--- src/rtl/reg_write_tracker.sv ---
// Tracks the destination registers of in-flight writers in EX/MEM/WB and derives
// per-operand forwarding selects, a load-use stall and a saturating stall counter.
`timescale 1ns/1ps

module reg_write_tracker #(
    parameter int unsigned CNT_W = 16
) (
    input  logic             clk,
    input  logic             rst,
    input  logic             halt,
    input  logic             flush,
    input  logic             id_valid,
    input  logic [4:0]       id_rs,
    input  logic [4:0]       id_rt,
    input  logic             id_r1_used,
    input  logic             id_r2_used,
    input  logic [4:0]       id_wreg,
    input  logic             id_regwrite,
    input  logic             id_memread,
    output logic             stall,
    output logic [1:0]       fwd_a,
    output logic [1:0]       fwd_b,
    output logic [CNT_W-1:0] stall_count
);

    localparam logic [1:0] FwdReg = 2'd0;
    localparam logic [1:0] FwdEx  = 2'd1;
    localparam logic [1:0] FwdMem = 2'd2;
    localparam logic [1:0] FwdWb  = 2'd3;

    // Load flag matters only while the writer sits in EX; MEM/WB data is already available.
    logic       ex_v, ex_we, ex_ld;
    logic [4:0] ex_dest;
    logic       mem_v, mem_we;
    logic [4:0] mem_dest;
    logic       wb_v, wb_we;
    logic [4:0] wb_dest;

    logic ex_hit_a, mem_hit_a, wb_hit_a;
    logic ex_hit_b, mem_hit_b, wb_hit_b;
    logic haz_a, haz_b, hazard;
    logic ex_load;

    function automatic logic slot_writes(input logic v, input logic we,
                                         input logic [4:0] dest, input logic [4:0] r);
        return v & we & (dest == r) & (r != 5'd0);
    endfunction

    function automatic logic [1:0] fwd_sel(input logic used, input logic haz,
                                           input logic ex_hit, input logic ld,
                                           input logic mem_hit, input logic wb_hit);
        logic [1:0] sel;
        sel = FwdReg;
        if (!used || haz) begin
            sel = FwdReg;
        end else if (ex_hit && !ld) begin
            sel = FwdEx;
        end else if (mem_hit) begin
            sel = FwdMem;
        end else if (wb_hit) begin
            sel = FwdWb;
        end
        return sel;
    endfunction

    always_comb begin
        ex_hit_a  = slot_writes(ex_v, ex_we, ex_dest, id_rs);
        mem_hit_a = slot_writes(mem_v, mem_we, mem_dest, id_rs);
        wb_hit_a  = slot_writes(wb_v, wb_we, wb_dest, id_rs);
        ex_hit_b  = slot_writes(ex_v, ex_we, ex_dest, id_rt);
        mem_hit_b = slot_writes(mem_v, mem_we, mem_dest, id_rt);
        wb_hit_b  = slot_writes(wb_v, wb_we, wb_dest, id_rt);

        haz_a  = id_r1_used & ex_hit_a & ex_ld;
        haz_b  = id_r2_used & ex_hit_b & ex_ld;
        hazard = haz_a | haz_b;

        stall = hazard & id_valid & ~flush & ~halt;
        fwd_a = fwd_sel(id_r1_used, haz_a, ex_hit_a, ex_ld, mem_hit_a, wb_hit_a);
        fwd_b = fwd_sel(id_r2_used, haz_b, ex_hit_b, ex_ld, mem_hit_b, wb_hit_b);

        ex_load = id_valid & ~flush & ~stall;
    end

    always_ff @(posedge clk or posedge rst) begin
        if (rst) begin
            ex_v     <= 1'b0;
            ex_dest  <= 5'd0;
            ex_we    <= 1'b0;
            ex_ld    <= 1'b0;
            mem_v    <= 1'b0;
            mem_dest <= 5'd0;
            mem_we   <= 1'b0;
            wb_v     <= 1'b0;
            wb_dest  <= 5'd0;
            wb_we    <= 1'b0;
        end else if (!halt) begin
            wb_v     <= mem_v;
            wb_dest  <= mem_dest;
            wb_we    <= mem_we;
            mem_v    <= ex_v;
            mem_dest <= ex_dest;
            mem_we   <= ex_we;
            if (ex_load) begin
                ex_v    <= 1'b1;
                ex_dest <= id_wreg;
                ex_we   <= id_regwrite;
                ex_ld   <= id_memread;
            end else begin
                ex_v    <= 1'b0;
                ex_dest <= 5'd0;
                ex_we   <= 1'b0;
                ex_ld   <= 1'b0;
            end
        end
    end

    // stall already folds in ~halt, so a frozen pipeline never counts.
    always_ff @(posedge clk or posedge rst) begin
        if (rst) begin
            stall_count <= '0;
        end else if (stall && (stall_count != {CNT_W{1'b1}})) begin
            stall_count <= stall_count + {{(CNT_W-1){1'b0}}, 1'b1};
        end
    end

endmodule

--- config.mk ---
export PLATFORM = sky130hd
export DESIGN_NAME = reg_write_tracker
export DESIGN_NICKNAME = d
export VERILOG_FILES = /design/src/rtl/reg_write_tracker.sv
export SDC_FILE = /design/constraint.sdc
export NUM_CORES = 1
export LEC_CHECK = 0
export CORE_MARGIN = 2
export CORE_UTILIZATION = 30
export DETAILED_ROUTE_END_ITERATION = 12
export GPL_ROUTABILITY_DRIVEN = 0
export GPL_TIMING_DRIVEN = 0
export PLACE_DENSITY = 0.52
export SLEW_MARGIN = 20
export SYNTH_ARGS = -nofsm -noshare
export SYNTH_HDL_FRONTEND = slang
export SYNTH_SLANG_ARGS = --single-unit
--- constraint.sdc ---
create_clock -name clk -period 3.3 [get_ports clk]
set_clock_uncertainty 0.2 [all_clocks]
set_input_delay 0.495 -clock clk [delete_from_list [all_inputs] [get_ports clk]]
set_output_delay 0.495 -clock clk [all_outputs]
set_load 0.005 [all_outputs]
==> impl_metrics.ini <==
[routing]
wl_um = 5017
dr.pass1.iters = 4
drt-initial-drc-count = 58
ant_nets = 0
vias_per_cell = 4.774
vias = 1628
remaining_drc_errors = 0
wire_per_inst_um = 14.71

[finish]
seq_area_um2 = 953.4
layout-drive-gt1-share = 0.2041
multiInputGateArea_um2 = 1199
syn2layout_area_growth_pct = 32.64
nets = 270
fillers = 708
n_antenna_cell = 0

[worst_setup_path]
ff2ff_setup_slack_ns = 0.68
arrival_ns = 2.48
path_class = in2out
path_max_fanout = 4
slowest_delay_ns = 0.57
required_ns = 2.60
r2r_start = ex_dest[0]$_DFFE_PP0N_
worstSetupStartpointType = primary input
slowest_stage = or4_4
cp_cell_sequence = dlygate4sd2_1 -> or4_4 -> nor2_4 -> nor3_1 -> nand2b_1 -> mux2i_1 -> and2_1 -> clkdlybuf4s50_1
crit_start = id_rs[1]
cp-end-kind = output pin

[synth]
syn_nets = 216
yosysUniqueCellTypes = 36
yosysMostFrequentCell = dfrtp_1
avgSynthCellArea_um2 = 11.34
yosysSeqAreaShare = 0.4391
yosysTopAreaCellShare = 0.4391
synth_area_leaders = dfrtp_1, xnor2_1, mux2_2
synthArstFlopShare = 1.000
netlist_instances = 191
yosys.area.top_type = dfrtp_1
synth-seq-cells = 38
synth_edf_count = 0
yosysWarningCount = 0
netlist_area_um2 = 2166
netlist_top_cells_count = dfrtp_1, xnor2_1, mux2_2
ys.flop_type = dfrtp_1

[placement]
port_buffers = 43
place_hpwl_um = 3783

[cts]
root_buffer = clkbuf_8
cts.htree.levels = 2
cts.sinks = 38
cts_buffer_depth = 2
cts_tree = yes
clock_latency_ns = 0.29
clkTransAtPathRegs_ns = 0.07
holdBufCountCts = 0
numCtsBuffers = 5

[power_and_ir_drop]
p_total_mw = 0.9493
leakagePower_nw = 1.218
vdd_drop_max_uv = 169.1
pwr_density_cell_nw_per_um2 = 330.5

[die]
coreArea_um2 = 6907
initial_core_util = 0.3136
dieArea_um2 = 7915
die_h_um = 88.97
num_rows = 30
io_pins = 45
dieWidth_um = 88.97

[job]
drv_cap = 0

[global_routing]
grt_pass1_wl_um = 8487
grt_overflow = 0
grt_antenna_before_repair = 0
grt_pass1_vias = 1704
grtUsageTotal = 0.1415
grt_max_degree = 34

[sta]
setup_violations = 0
fmax_ghz = 0.3154
period_share = 0.9607
whs_ns = 0.2082
worst_pin_slew_ns = 0.5745
slew_violations = 0
rsz0062_at_grt = no
hold_violations = 0
max_slew_margin = 0.6170
post-route-min-period_ns = 3.170

[run_status]
status = completed

[hold_path]
min_path_type = in2async
## through the flow
stage,TNS (ns),instances,util,cell area [µm²],worst slack [ns]
after floorplan,0,191,-,2166,0.6274
after global placement,-1.059,330,0.3933,2716,-0.5997
after detailed placement,-0.9920,331,0.3962,2736,-0.5734
after CTS,-0.002085,341,0.4127,2850,-0.002085
after global routing,0,341,0.4159,2873,0.01037
final,0,341,0.4159,2873,0.1297
## state kept, by name, summed over array words and instances, names as in the netlist
name         flops
ex_dest          5
ex_ld            1
ex_v             1
ex_we            1
mem_dest         5
mem_v            1
mem_we           1
stall_count     16
wb_dest          5
wb_v             1
wb_we            1
## routing by layer
layer	vias to the layer above	GRT usage	share of wire
met1	792	0.2020	0.50
met4	0	0.05970	0.022
li1	796	-	-
met5	-	0	0
met3	9	0.02770	0.038
met2	31	0.2103	0.44
## placed cells by master (no fill, tap or decap), drive strengths merged, types with 7 or more instances in the layout
master and n:
xor2 7, and3 13, xnor2 36, a22o 8, mux2 16, nand3 10, dfrtp 38, nand4 14
clkbuf 9, buf 9, clkdlybuf4s50 32
## critical path: cells and delay by family
kind / cells / cell delay, ns
buf+inv: 2 / 0.79
mux: 1 / 0.12
simple gates: 5 / 1.07
## path summary, 6_finish.rpt
| kind | endpoint | cells after the start |
|---|---|---|
| max in group asynchronous | mem_dest[1]$_DFFE_PP0N_ | 3 |
| hold / removal | ex_dest[3]$_DFFE_PP0N_ | 2 |
| setup / recovery | fwd_a[0] | 8 |
| setup reg to reg | stall_count[1]$_DFFE_PP0P_ | 8 |
| hold reg to reg | stall_count[6]$_DFFE_PP0P_ | 1 |
| min in group clk | stall_count[6]$_DFFE_PP0P_ | 1 |
## area by class of cell
cell class / count / share of cell area
multi-input combinational: 144 / 0.4172
timing repair buffer: 47 / 0.1638
clock inverter: 2 / 0.003484
clock buffer: 5 / 0.02395
tap: 96 / 0.04181
inverter: 1 / 0.001307
buffer: 8 / 0.01655
sequential: 38 / 0.3319
## cells by family after synthesis
kind of cell | Yosys count | synth area share
adder cells (fa/ha/maj) | 1 | 0.005776
buffers and inverters | 9 | 0.02368
flip-flops | 38 | 0.4391
XOR/XNOR | 43 | 0.1739
AND/OR/NAND/NOR | 68 | 0.2051
multiplexers | 18 | 0.09590
AO/OA/AOI/OAI | 14 | 0.05662
## where the power goes
part / internal (mW) / switching (mW)
Sequential: 0.487 / 0.0263
Clock: 0.142 / 0.157
Combinational: 0.0766 / 0.0606
Total: 0.705 / 0.244
## timing repair
action                     CTS  global route
setup endpoints to repair    4             2
gates resized for setup     24             5
pin swaps                    2             1
setup buffers                3             0
Power figures use the tool's default switching activity.
